<file path="src/rtl/fifo_mem_ctrl_if.sv">
// Requester/memory-side bus of the FIFO memory controller.
// The master modport is the environment (requester plus memory); the slave is the controller.
interface fifo_mem_ctrl_if #(
   parameter int unsigned DATA_BITS = 8,
   parameter int unsigned ADDR_BITS = 6
);
   logic                 push;
   logic                 pop;
   logic [DATA_BITS-1:0] data_in;
   logic [DATA_BITS-1:0] mem_data_out;
   logic [DATA_BITS-1:0] mem_data_in;
   logic [ADDR_BITS-1:0] mem_addr_write;
   logic [ADDR_BITS-1:0] mem_addr_read;
   logic                 mem_write;
   logic                 mem_read;
   logic [DATA_BITS-1:0] data_out;
   logic                 data_out_valid;
   logic                 full;
   logic                 empty;
   logic                 almost_full;
   logic                 almost_empty;
   logic [ADDR_BITS:0]   fifo_count;
   logic                 error;

   modport master (
      output push, pop, data_in, mem_data_out,
      input  mem_data_in, mem_addr_write, mem_addr_read, mem_write, mem_read,
      input  data_out, data_out_valid, full, empty, almost_full, almost_empty,
      input  fifo_count, error
   );

   modport slave (
      input  push, pop, data_in, mem_data_out,
      output mem_data_in, mem_addr_write, mem_addr_read, mem_write, mem_read,
      output data_out, data_out_valid, full, empty, almost_full, almost_empty,
      output fifo_count, error
   );
endinterface

</file>
<file path="src/rtl/fifo_mem_ctrl.sv">
// Pointer/status controller for a FIFO held in an external memory with one-cycle read latency.
// Define FIFO_MEM_CTRL_ERR_EN to enable the sticky overflow/underflow error flag.
module fifo_mem_ctrl #(
   parameter int unsigned DATA_BITS       = 8,
   parameter int unsigned ADDR_BITS       = 6,
   parameter int unsigned ALMOST_FULL_TH  = (1 << ADDR_BITS) - 2,
   parameter int unsigned ALMOST_EMPTY_TH = 2
) (
   input logic            clk,
   input logic            reset_L,
   fifo_mem_ctrl_if.slave bus
);
   localparam int unsigned CNT_BITS = ADDR_BITS + 1;
   localparam int unsigned DEPTH    = 1 << ADDR_BITS;

   typedef enum logic [1:0] {
      ST_EMPTY   = 2'd0,
      ST_PARTIAL = 2'd1,
      ST_FULL    = 2'd2
   } state_e;

   state_e               state_q, state_d;
   logic [ADDR_BITS-1:0] wptr_q, wptr_d;
   logic [ADDR_BITS-1:0] rptr_q, rptr_d;
   logic [CNT_BITS-1:0]  count_q, count_d;
   logic                 valid_q, valid_d;
   logic                 err_q, err_d;
   logic                 push_ok_c, pop_ok_c;
   logic [DATA_BITS-1:0] wdata_c, rdata_c;

   // State register; reset clears pointers, count, read-valid and error.
   always_ff @(posedge clk or negedge reset_L) begin
      if (!reset_L) begin
         state_q <= ST_EMPTY;
         wptr_q  <= '0;
         rptr_q  <= '0;
         count_q <= '0;
         valid_q <= 1'b0;
         err_q   <= 1'b0;
      end else begin
         state_q <= state_d;
         wptr_q  <= wptr_d;
         rptr_q  <= rptr_d;
         count_q <= count_d;
         valid_q <= valid_d;
         err_q   <= err_d;
      end
   end

   // Request acceptance, pointer/count update and status transitions.
   always_comb begin
      push_ok_c = 1'b0;
      pop_ok_c  = 1'b0;
      state_d   = state_q;
      wptr_d    = wptr_q;
      rptr_d    = rptr_q;
      count_d   = count_q;
      valid_d   = 1'b0;
      err_d     = err_q;

      // Strobes are gated by reset so nothing reaches memory while it is held.
      if (reset_L) begin
         push_ok_c = bus.push && (state_q != ST_FULL);
         pop_ok_c  = bus.pop  && (state_q != ST_EMPTY);
      end

      if (push_ok_c) wptr_d = wptr_q + ADDR_BITS'(1);
      if (pop_ok_c)  rptr_d = rptr_q + ADDR_BITS'(1);

      if (push_ok_c && !pop_ok_c)      count_d = count_q + CNT_BITS'(1);
      else if (pop_ok_c && !push_ok_c) count_d = count_q - CNT_BITS'(1);

      unique case (state_q)
         ST_EMPTY:   if (push_ok_c) state_d = ST_PARTIAL;
         ST_PARTIAL: begin
            if (count_d == '0)                       state_d = ST_EMPTY;
            else if (count_d == CNT_BITS'(DEPTH))    state_d = ST_FULL;
         end
         ST_FULL:    if (pop_ok_c) state_d = ST_PARTIAL;
         default:    state_d = ST_EMPTY;
      endcase

      valid_d = pop_ok_c;

`ifdef FIFO_MEM_CTRL_ERR_EN
      if (reset_L && ((bus.push && !push_ok_c) || (bus.pop && !pop_ok_c))) err_d = 1'b1;
`else
      err_d = 1'b0;
`endif
   end

   assign wdata_c = bus.data_in;
   assign rdata_c = bus.mem_data_out;

   assign bus.mem_data_in    = wdata_c;
   assign bus.data_out       = rdata_c;
   assign bus.mem_write      = push_ok_c;
   assign bus.mem_read       = pop_ok_c;
   assign bus.mem_addr_write = wptr_q;
   assign bus.mem_addr_read  = rptr_q;
   assign bus.data_out_valid = valid_q;
   assign bus.fifo_count     = count_q;
   assign bus.error          = err_q;
   assign bus.empty          = (state_q == ST_EMPTY);
   assign bus.full           = (state_q == ST_FULL);
   assign bus.almost_full    = (count_q >= CNT_BITS'(ALMOST_FULL_TH));
   assign bus.almost_empty   = (count_q <= CNT_BITS'(ALMOST_EMPTY_TH));
endmodule

</file>
<file path="src/flat_wrapper.sv">
// flat-port wrapper written by rule: the top's interface ports become plain ports
module fifo_mem_ctrl_flat 
#(
   parameter int unsigned DATA_BITS       = 8,
   parameter int unsigned ADDR_BITS       = 6,
   parameter int unsigned ALMOST_FULL_TH  = (1 << ADDR_BITS) - 2,
   parameter int unsigned ALMOST_EMPTY_TH = 2
)
  (clk, reset_L, bus_push, bus_pop, bus_data_in, bus_mem_data_out, bus_mem_data_in, bus_mem_addr_write, bus_mem_addr_read, bus_mem_write, bus_mem_read, bus_data_out, bus_data_out_valid, bus_full, bus_empty, bus_almost_full, bus_almost_empty, bus_fifo_count, bus_error);
  fifo_mem_ctrl_if #(.DATA_BITS(DATA_BITS), .ADDR_BITS(ADDR_BITS)) bus_i ();
  input logic clk;
  input logic reset_L;
  input wire logic [$bits(bus_i.push)-1:0] bus_push;
  input wire logic [$bits(bus_i.pop)-1:0] bus_pop;
  input wire logic [$bits(bus_i.data_in)-1:0] bus_data_in;
  input wire logic [$bits(bus_i.mem_data_out)-1:0] bus_mem_data_out;
  output wire logic [$bits(bus_i.mem_data_in)-1:0] bus_mem_data_in;
  output wire logic [$bits(bus_i.mem_addr_write)-1:0] bus_mem_addr_write;
  output wire logic [$bits(bus_i.mem_addr_read)-1:0] bus_mem_addr_read;
  output wire logic [$bits(bus_i.mem_write)-1:0] bus_mem_write;
  output wire logic [$bits(bus_i.mem_read)-1:0] bus_mem_read;
  output wire logic [$bits(bus_i.data_out)-1:0] bus_data_out;
  output wire logic [$bits(bus_i.data_out_valid)-1:0] bus_data_out_valid;
  output wire logic [$bits(bus_i.full)-1:0] bus_full;
  output wire logic [$bits(bus_i.empty)-1:0] bus_empty;
  output wire logic [$bits(bus_i.almost_full)-1:0] bus_almost_full;
  output wire logic [$bits(bus_i.almost_empty)-1:0] bus_almost_empty;
  output wire logic [$bits(bus_i.fifo_count)-1:0] bus_fifo_count;
  output wire logic [$bits(bus_i.error)-1:0] bus_error;
  assign bus_i.push = bus_push;
  assign bus_i.pop = bus_pop;
  assign bus_i.data_in = bus_data_in;
  assign bus_i.mem_data_out = bus_mem_data_out;
  assign bus_mem_data_in = bus_i.mem_data_in;
  assign bus_mem_addr_write = bus_i.mem_addr_write;
  assign bus_mem_addr_read = bus_i.mem_addr_read;
  assign bus_mem_write = bus_i.mem_write;
  assign bus_mem_read = bus_i.mem_read;
  assign bus_data_out = bus_i.data_out;
  assign bus_data_out_valid = bus_i.data_out_valid;
  assign bus_full = bus_i.full;
  assign bus_empty = bus_i.empty;
  assign bus_almost_full = bus_i.almost_full;
  assign bus_almost_empty = bus_i.almost_empty;
  assign bus_fifo_count = bus_i.fifo_count;
  assign bus_error = bus_i.error;
  fifo_mem_ctrl #(.DATA_BITS(DATA_BITS), .ADDR_BITS(ADDR_BITS), .ALMOST_FULL_TH(ALMOST_FULL_TH), .ALMOST_EMPTY_TH(ALMOST_EMPTY_TH)) u_core (.clk(clk), .reset_L(reset_L), .bus(bus_i));
endmodule
</file>
<file path="config.mk">
export PLATFORM = sky130hd
export DESIGN_NAME = fifo_mem_ctrl_flat
export DESIGN_NICKNAME = d
export VERILOG_FILES = /design/src/rtl/fifo_mem_ctrl_if.sv /design/src/rtl/fifo_mem_ctrl.sv /design/src/flat_wrapper.sv
export SDC_FILE = /design/constraint.sdc
export NUM_CORES = 1
export LEC_CHECK = 0
export ABC_AREA = 1
export BUFFER_PORTS_ARGS = -buffer_cell sky130_fd_sc_hd__buf_4
export CELL_PAD_IN_SITES_DETAIL_PLACEMENT = 1
export CELL_PAD_IN_SITES_GLOBAL_PLACEMENT = 1
export CORE_ASPECT_RATIO = 1.75
export CORE_UTILIZATION = 33
export CTS_CLUSTER_SIZE = 10
export DETAILED_ROUTE_END_ITERATION = 16
export PLACE_DENSITY_LB_ADDON = 0.2
export SETUP_SLACK_MARGIN = 0.4
export SKIP_CTS_REPAIR_TIMING = 1
export SLEW_MARGIN = 20
export SYNTH_ARGS = -nofsm -noshare
export SYNTH_HDL_FRONTEND = slang
export SYNTH_SLANG_ARGS = --single-unit
</file>
<file path="constraint.sdc">
create_clock -name clk -period 1.85 [get_ports clk]
set_input_delay 0.2775 -clock clk [delete_from_list [all_inputs] [get_ports clk]]
set_output_delay 0.2775 -clock clk [all_outputs]
set_load 0.01 [all_outputs]
</file>
==> metrics.cfg, run 1 <==
[outcome]
run_status = complete, but fails checks
failing_checks = negative hold slack

[worst_hold_path]
timing.hold.worst.class = in2async

[placement]
dp_hpwl_um = 3000
place_congestion = 0.7751
preCtsSetupSlack_ps = 84.32
port_buffers = 29
detailed_place.area_um2 = 1622
place_inst = 247

[synthesis]
yosys_warnings = 0
synth.yosys.seq_area_share_pct = 38.13
ys_top_cells_by_area = dfrtp_1 (38%), nand2_1 (12%), buf_4 (8.8%)
synth_top_area_cell = dfrtp_1
yosys.cell_types.count = 22
synth.avg_cell_area_um2 = 7.805
mappedNetlistNets = 210
synth.ff_latch_count = 22
synthCells = 185
synth_area_um2 = 1444
netlist.area_leader.share_pct = 38.13

[critical_path]
crit_fanout = 8
register_to_register_path_setup_slack_ps = 210
r2r-end = u_core.state_q[0]
timing.setup.critical_path_class = reg2out
worstReg2RegStart = u_core.bus.fifo_count[1]
worst_setup_path_end_kind = primary output
r2r.worst_path.cells = 12
crit_start = u_core.state_q[0]
critPathArrivalTime_ps = 1380
worst_setup_path_start_kind = register
cp-endpoint = bus_mem_read
critPathRequiredTime_ps = 1570

[final_layout]
mostFrequentLayoutCells = nand2_1 (45), buf_4 (41), dfrtp_1 (18)
final_standard_cell_count_with_taps_included_and_fillers_excluded = 267
postLayoutCellArea_um2 = 1893
finish.net_count = 244
num_antenna_cells = 0
share_of_final_layout_standard_cells_stronger_than_drive_strength_1_pct = 41.28
layout.cells.most_common = nand2_1
area_growth_syn_to_layout_pct = 31.11

[power]
static-leakage-power_nw = 1.007
cellPowerDensity_nw_per_um2 = 1595
peakVddDrop_uv = 977.6

[die]
core_area_um2 = 4150
ios = 63
placementRows = 31
dieArea_um2 = 4654
die_h_um = 89.51
floorplan.initialDensity_pct = 34.79
die-width_um = 52

[route]
post_drt_wl_per_cell_um = 15.14
final_routed_drc_violation_total = 0
drt_pass1_iterations = 4
final_antenna_net_count = 0
vias_per_cell = 4.772
total_routed_wirelength_um = 4043
drt_first_iter_violations = 19
routed-via-count = 1274

[sta]
final-hold-violation-count = 4
timing.clock.skew_ps = 8.059
setup_tns_ps = 0
rsz0062_at_grt = true
clock.fmax_mhz = 603.2
finalMaxSlewViolations = 0
holdWs_ps = -11.69
finalWorstSetupSlack_ps = 192.1
final_min_period_over_clock_period_pct = 89.62
fin_crit_ps = 1658
setup_viol = 0

[clock_tree]
clock_tree.buffer_depth = 2
clkLatencyLatePin_ps = 270
clock_sink_count = 22
tritoncts = built
clk_pin_slew_worst_paths_ps = 90
htreeDepth = 1
cts_root_buffer = clkbuf_8
numCtsBuffers = 3

[run]
max_cap_violations = 0

[global_route]
pin_count_of_the_biggest_net_entering_global_routing = 18
final_global_route_overflow_total = 0
number_of_global_route_vias_before_repair = 1313
antenna_found_initial = 0
grt_pass1_wl_um = 6168
globalRouteTotalUtil_pct = 18.01

logic make-up after synthesis:
group	count (synthesis)	synth area share [%]
and+or+nand+nor	98	32.93
buffers and inverters	41	15.08
DFF	22	38.13
xor gates and xnor gates	11	6.672
AOI/OAI and AO/OA	7	2.600
adders and majority gates	5	4.333
other	1	0.2597
Yosys cell counts (all sizes together):
cell and count:
nand2 58, inv 23, dfrtp 22, nor2 21, buf 17, nand3 15
xor2 6, ha 5, xnor2 5, o21ai 4, nand4 3, a21oi 2
a21boi 1, clkinv 1, conb 1, nor3 1
critical path: stages (launching register included):
cell     delay (ps)
dfrtp_2         460
nor2_4          190
nor2_8           90
buf_6           130
buf_6           110
buf_4           130
area by class of cell:
type	instances	area, um^2
well taps	49	61.31
clock buffers	3	41.29
fillers	507	2257
flip-flops and latches	22	555.5
repair buffers	46	362.8
inverters	24	90.09
multi-input cells	122	752.0
clock inverters	1	30.03
report_power, final:
part	total (mW)	internal, mW	switching [mW]
logic	1.62	0.764	0.856
registers	0.943	0.680	0.263
clock network	0.455	0.289	0.166
per-layer routing:
layer,vias to the layer above,wire (um),global-route usage [%]
met5,-,0,0
met4,0,31,7.617
met3,2,118,2.211
met2,26,2431,34.38
met1,632,1462,19.03
li1,614,-,-
per-stage QoR:
stage	hold slack [ps]	total power [mW]	utilization, %
2_1_floorplan	-18.09	1.717	-
3_3_place_gp	95.46	2.249	39.07
3_5_place_dp	103.0	2.300	39.07
4_1_cts	-191.6	2.770	40.79
5_1_grt	8.266	3.267	45.61
6_report	-11.69	3.019	45.61
registers in the layout, summed over array words and instances (netlist names):
name                       cells
u_core.bus.fifo_count          7
u_core.bus.mem_addr_read       6
u_core.bus.mem_addr_write      6
u_core.state_q                 2
u_core.bus.data_out_valid      1
worst min-delay path by stage:
stage / from / to / slack (ps)
floorplan: reset_L / u_core.bus.data_out_valid / -20
global placement: reset_L / u_core.state_q[0] / 100
finish: reset_L / u_core.bus.mem_addr_write[1] / -10
global route: reset_L / u_core.bus.mem_addr_write[1] / 8
CTS: reset_L / u_core.state_q[0] / -190
detailed placement: reset_L / u_core.state_q[0] / 100
Note: power is estimated with default switching activity, not from simulation.
==> run 2: changes to the inputs <==
--- a/config.mk
+++ b/config.mk
@@ -13,8 +13,9 @@
 export CORE_UTILIZATION = 33
 export CTS_CLUSTER_SIZE = 10
 export DETAILED_ROUTE_END_ITERATION = 16
+export HOLD_SLACK_MARGIN = 0.12
 export PLACE_DENSITY_LB_ADDON = 0.2
-export SETUP_SLACK_MARGIN = 0.4
+export SETUP_SLACK_MARGIN = 0.2
 export SKIP_CTS_REPAIR_TIMING = 1
 export SLEW_MARGIN = 20
 export SYNTH_ARGS = -nofsm -noshare
==> run 2 against run 1 <==
  * The flow now finishes without violations
  * Sequential share of layout area up 1.6 points
  * Clock power down 2%
  * Cell area down 5.0%
  * Core utilization down 2.3 points
  * Die area unchanged
  * Sequential power up 0.4%
  * Global-route usage down 1.3 points
  * Clock skew down 3.5 ps
  * Register-to-register slack worse by 40 ps
  * Combinational power down 9%
  * Power down 5.1%
==> metrics.cfg, run 2 (synthesis gave the netlist of run 1 again) <==
[outcome]
run_status = finished clean

[sta]
final_min_period_over_clock_period_pct = 90.65  ; +1.0 points
finalMaxSlewViolations = 0  ; unchanged
fin_crit_ps = 1677  ; +19.08 ps
rsz0062_at_grt = true
setup_viol = 0  ; unchanged
clock.fmax_mhz = 596.3  ; -1.1%
timing.clock.skew_ps = 4.536  ; -3.524 ps
holdWs_ps = 392.0  ; +403.7 ps
setup_tns_ps = 0  ; unchanged
final-hold-violation-count = 0  ; -4

[route]
total_routed_wirelength_um = 3721  ; -8.0%
final_routed_drc_violation_total = 0  ; unchanged
post_drt_wl_per_cell_um = 14.31  ; -5.5%
final_antenna_net_count = 0  ; unchanged
routed-via-count = 1249  ; -2.0%
drt_pass1_iterations = 4  ; unchanged
drt_first_iter_violations = 12  ; -7
vias_per_cell = 4.804  ; +0.68%

[critical_path]
r2r-end = u_core.state_q[1]
worst_path_largest_cell_delay_ps = 460  ; about the same
r2r.worst_path.cells = 11  ; -1
cpLargestDelayFamily = simple AND/OR/NAND/NOR gates
worst_setup_path_end_kind = register
critPathArrivalTime_ps = 1870  ; +490 ps
worst_setup_path_start_kind = register
path_buf_inv = 0  ; -3
timing.setup.critical_path_class = reg2reg
register_to_register_path_setup_slack_ps = 170  ; -40 ps
crit_slowest_cell = dfrtp_2
crit_path_cells = nor2_4 -> nor2_8 -> nor2_8 -> nand2_2 -> nand3_2 -> nand2_2 -> nor2_2 -> nand4_1 -> nand2_1 -> nand3_1 -> nand2_1
worstReg2RegStart = u_core.state_q[1]
crit_fanout = 11  ; +3
critPathRequiredTime_ps = 2040  ; +470 ps

[clock_tree]
htreeDepth = 1  ; unchanged
clk_pin_slew_worst_paths_ps = 80  ; about the same
clock_sink_count = 22  ; unchanged
numCtsBuffers = 3  ; unchanged
tritoncts = built
cts_root_buffer = clkbuf_8
clkLatencyLatePin_ps = 260  ; about the same
clock_tree.buffer_depth = 2  ; unchanged

[final_layout]
num_antenna_cells = 0  ; unchanged
postLayoutCellArea_um2 = 1798  ; -5.0%
share_of_final_layout_standard_cells_stronger_than_drive_strength_1_pct = 35.55  ; -5.7 points
finish.net_count = 237  ; -2.9%
area_growth_syn_to_layout_pct = 24.52
mostFrequentLayoutCells = nand2_1 (46), buf_4 (38), dfrtp_1 (18)
largest_register_ffs = 7  ; unchanged
layout.cells.most_common = nand2_1

[placement]
place_congestion = 0.7747  ; about the same
detailed_place.area_um2 = 1603  ; -1.2%
port_buffers = 29  ; unchanged
dp_hpwl_um = 2935  ; -2.2%

[die]
core_area_um2 = 4150  ; unchanged
placementRows = 31  ; unchanged
ios = 63  ; unchanged
die-width_um = 52  ; unchanged
die_h_um = 89.51  ; unchanged
floorplan.initialDensity_pct = 34.79  ; unchanged
dieArea_um2 = 4654  ; unchanged

[worst_hold_path]
timing.hold.worst.class = in2reg
timing.hold.worst_path_depth = 3
hp_start = bus_pop
hold_end = u_core.bus.data_out_valid

[power]
switchingPower_mw = 1.218  ; -5.3%
sequentialPowerShare_pct = 33.1  ; +1.9 points
static-leakage-power_nw = 0.9571  ; -5.0%
netSwitchingFraction_pct = 42.52  ; -0.068 points
cellPowerDensity_nw_per_um2 = 1593  ; -0.12%
peakVddDrop_uv = 747.6  ; -24%
power.share.combinational_pct = 51.4  ; -2.3 points
cellInternalPower_mw = 1.646  ; -5.0%
pwr-share-clk_pct = 15.5  ; +0.4 points

[global_route]
globalRouteTotalUtil_pct = 16.72  ; -1.3 points
antenna_found_initial = 0  ; unchanged
grt_pass1_wl_um = 5761  ; -6.6%
final_global_route_overflow_total = 0  ; unchanged
number_of_global_route_vias_before_repair = 1216  ; -7.4%
pin_count_of_the_biggest_net_entering_global_routing = 17  ; -1

[run]
max_cap_violations = 0  ; unchanged

==> run 2: worst min-delay path, stage by stage <==
cell	delay [ps]
buf_4	110
nand2_2	120
nor2_8	90
==> run 2: stage by stage <==
step	worst slack [ps]	cells	utilization (%)	power [mW]
final	173.0	260	43.32	2.864
after global routing	43.85	260	43.32	3.082
after CTS	-25.89	251	40.34	2.688
after detailed placement	46.68	247	38.62	2.232
after global placement	103.0	247	38.62	2.177
after floorplan	308.9	185	-	1.672
==> run 2: how the worst max path moves through the flow <==
stage	startpoint	to	slack (ps)	cells after the start
2_1_floorplan	u_core.bus.fifo_count[0]	u_core.state_q[0]	310	13
3_3_place_gp	u_core.bus.fifo_count[0]	u_core.state_q[0]	100	13
3_5_place_dp	u_core.bus.fifo_count[0]	u_core.state_q[0]	50	13
4_1_cts	u_core.bus.fifo_count[0]	u_core.state_q[0]	-30	13
5_1_grt	u_core.state_q[1]	u_core.state_q[1]	40	11
6_report	u_core.state_q[1]	u_core.state_q[1]	170	11
==> run 2: cell type report <==
type | count | area [um^2]
clock inverters | 1 | 30.03
inverters | 24 | 90.09
multi-input cells | 122 | 724.4
flip-flops and latches | 22 | 555.5
fillers | 514 | 2352
clock buffers | 3 | 41.29
well taps | 49 | 61.31
repair buffers | 39 | 295.3
==> run 2: power groups by stage <==
stage	combinational, mW	clock (mW)	sequential (mW)
floorplan	0.713	0	0.959
global placement	1.26	0	0.920
CTS	1.31	0.453	0.929
global route	1.63	0.475	0.978
detailed placement	1.30	0	0.935
finish	1.47	0.445	0.947
==> run 2: routing by layer <==
metal	part of all wire, %	vias up	track usage, %
li1	-	597	-
met1	37	619	18.29
met2	58	31	32.17
met3	3.8	2	2.551
met4	0.81	0	4.423
met5	0	-	0
==> run 3: changes to the inputs <==
--- a/config.mk
+++ b/config.mk
@@ -11,10 +11,11 @@
 export CELL_PAD_IN_SITES_GLOBAL_PLACEMENT = 1
 export CORE_ASPECT_RATIO = 1.75
 export CORE_UTILIZATION = 33
+export CTS_BUF_LIST = sky130_fd_sc_hd__clkbuf_16
 export CTS_CLUSTER_SIZE = 10
 export DETAILED_ROUTE_END_ITERATION = 16
 export HOLD_SLACK_MARGIN = 0.12
-export PLACE_DENSITY_LB_ADDON = 0.2
+export PLACE_DENSITY = 0.78
 export SETUP_SLACK_MARGIN = 0.2
 export SKIP_CTS_REPAIR_TIMING = 1
 export SLEW_MARGIN = 20
==> run 3 against run 2 <==
  * Die area stayed put
  * Wire length is 4.4% higher
  * Final cell count is 1.2% higher
  * Global-route usage is 0.93 points higher
  * Worst hold slack better by 9.9 ps
  * Critical path type unchanged
  * Largest power group unchanged
  * Highest routed layer unchanged
==> metrics.cfg, run 3 (synthesis gave the netlist of run 1 again) <==
[outcome]
run_status = finished clean

[global_route]
grt_pass1_wl_um = 6044  ; +4.9%
globalRouteTotalUtil_pct = 17.65  ; +0.93 points
pin_count_of_the_biggest_net_entering_global_routing = 23  ; +6
antenna_found_initial = 0  ; unchanged
number_of_global_route_vias_before_repair = 1305  ; +7.3%
final_global_route_overflow_total = 0  ; unchanged

[route]
drt_first_iter_violations = 13  ; +1
final_antenna_net_count = 0  ; unchanged
post_drt_wl_per_cell_um = 14.77  ; +3.2%
routed-via-count = 1248  ; -0.080%
total_routed_wirelength_um = 3885  ; +4.4%
final_routed_drc_violation_total = 0  ; unchanged
drt_pass1_iterations = 4  ; unchanged
vias_per_cell = 4.745  ; -1.2%

[worst_hold_path]
timing.hold.worst.class = in2reg

[placement]
place_inst = 248  ; +0.40%
port_buffers = 29  ; unchanged
dp_hpwl_um = 2772  ; -5.6%
place_congestion = 0.8000  ; +3.3%

[final_layout]
num_antenna_cells = 0  ; unchanged
layout.cells.most_common = nand2_1
largest_register_ffs = 7  ; unchanged
nFillCells = 509  ; -0.97%
area_growth_syn_to_layout_pct = 27.90
final_standard_cell_count_with_taps_included_and_fillers_excluded = 263  ; +1.2%
mostFrequentLayoutCells = nand2_1 (47), buf_4 (40), dfrtp_1 (19)
share_of_final_layout_standard_cells_stronger_than_drive_strength_1_pct = 34.11  ; -1.4 points
finish.net_count = 240  ; +1.3%

[critical_path]
crit_start = u_core.bus.fifo_count[1]
critPathArrivalTime_ps = 1880  ; about the same
r2r-end = u_core.state_q[1]
worst_setup_path_start_kind = register
worst_setup_path_end_kind = register
worstReg2RegStart = u_core.bus.fifo_count[1]
cp-endpoint = u_core.state_q[1]
register_to_register_path_setup_slack_ps = 170  ; about the same
crit_fanout = 7  ; -4
r2r.worst_path.cells = 14  ; +3
timing.setup.critical_path_class = reg2reg
critPathRequiredTime_ps = 2040  ; about the same

[die]
ios = 63  ; unchanged
die_h_um = 89.51  ; unchanged
placementRows = 31  ; unchanged
floorplan.initialDensity_pct = 34.79  ; unchanged
dieArea_um2 = 4654  ; unchanged
die-width_um = 52  ; unchanged
core_area_um2 = 4150  ; unchanged

[power]
static-leakage-power_nw = 0.9866  ; +3.1%
cellPowerDensity_nw_per_um2 = 1670  ; +4.9%
peakVddDrop_uv = 847.6  ; +13%

[sta]
clock.fmax_mhz = 593.6  ; -0.46%
final_min_period_over_clock_period_pct = 91.07  ; +0.42 points
setup_viol = 0  ; unchanged
timing.clock.skew_ps = 1.875  ; -2.661 ps
rsz0062_at_grt = true
fin_crit_ps = 1685  ; +7.728 ps
final-hold-violation-count = 0  ; unchanged
finalMaxSlewViolations = 0  ; unchanged
setup_tns_ps = 0  ; unchanged

[clock_tree]
clock_tree.buffer_depth = 2  ; unchanged
cts_root_buffer = clkbuf_16
clk_pin_slew_worst_paths_ps = 60  ; -20 ps
clock_sink_count = 22  ; unchanged
clkLatencyLatePin_ps = 260  ; about the same
tritoncts = built
numCtsBuffers = 3  ; unchanged
htreeDepth = 1  ; unchanged

[run]
max_cap_violations = 0  ; unchanged

[run 3: cell types whose count changed in the layout (fill, tap and decap cells not counted), sizes merged]
cell,previous run,this run
buf,38,40
nor2,21,22
[run 3: final cells by class]
cell class	count	area, um^2	share of cell area [%]
well taps	49	61.31	3.320
multi-input cells	123	725.7	39.30
clock buffers	3	75.07	4.065
clock inverters	1	30.03	1.626
flip-flops and latches	22	554.3	30.01
repair buffers	41	310.3	16.80
inverters	24	90.09	4.878
[run 3: routing by layer]
layer / up-vias / part of all wire, % / global-route usage [%]
li1: 607 / - / -
met1: 595 / 37 / 17.54
met2: 33 / 57 / 34.97
met3: 13 / 3.1 / 1.871
met4: 0 / 3.4 / 7.862
met5: - / 0 / 0
[run 3: worst min-delay path by stage]
stage	from	slack (ps)	endpoint	depth (start not counted)
4_1_cts	reset_L	30	u_core.bus.mem_addr_read[0]	2
3_3_place_gp	reset_L	300	u_core.bus.fifo_count[2]	2
2_1_floorplan	reset_L	-20	u_core.bus.data_out_valid	0
5_1_grt	bus_pop	410	u_core.bus.data_out_valid	3
6_report	bus_pop	400	u_core.bus.data_out_valid	3
3_5_place_dp	reset_L	310	u_core.bus.mem_addr_read[0]	2
[run 3: per-stage QoR]
step                worst slack, ps  power (mW)  hold WS, ps  util [%]  instance area [um^2]
finish                        165.3       3.084        401.9     44.50                  1847
global placement              62.62       2.199        295.0     38.80                  1610
floorplan                     308.9       1.672       -18.09         -                  1444
detailed placement            15.55       2.230        306.2     38.80                  1610
CTS                          -75.61       2.872        30.94     41.33                  1715
global route                  49.94       3.314        409.8     44.50                  1847
[run 3: critical path, cell delays in order (launching register included)]
cell     delay [ps]
dfrtp_2         470
inv_2           100
ha_4            150
inv_1            50
nand2_1          50
nand2_1          60
nand3_1          90
nand2_1          80
nand2_1          80
nand2_2          80
nor2_4          100
nand4_1          80
nand2_1         100
nand3_1          70
nand2_1          60
[run 3: power breakdown]
group | switching (mW) | leakage (nW) | internal, mW
logic | 0.841 | 0.664 | 0.706
clock network | 0.182 | 0.0511 | 0.430
registers | 0.246 | 0.272 | 0.680
total | 1.27 | 0.987 | 1.82
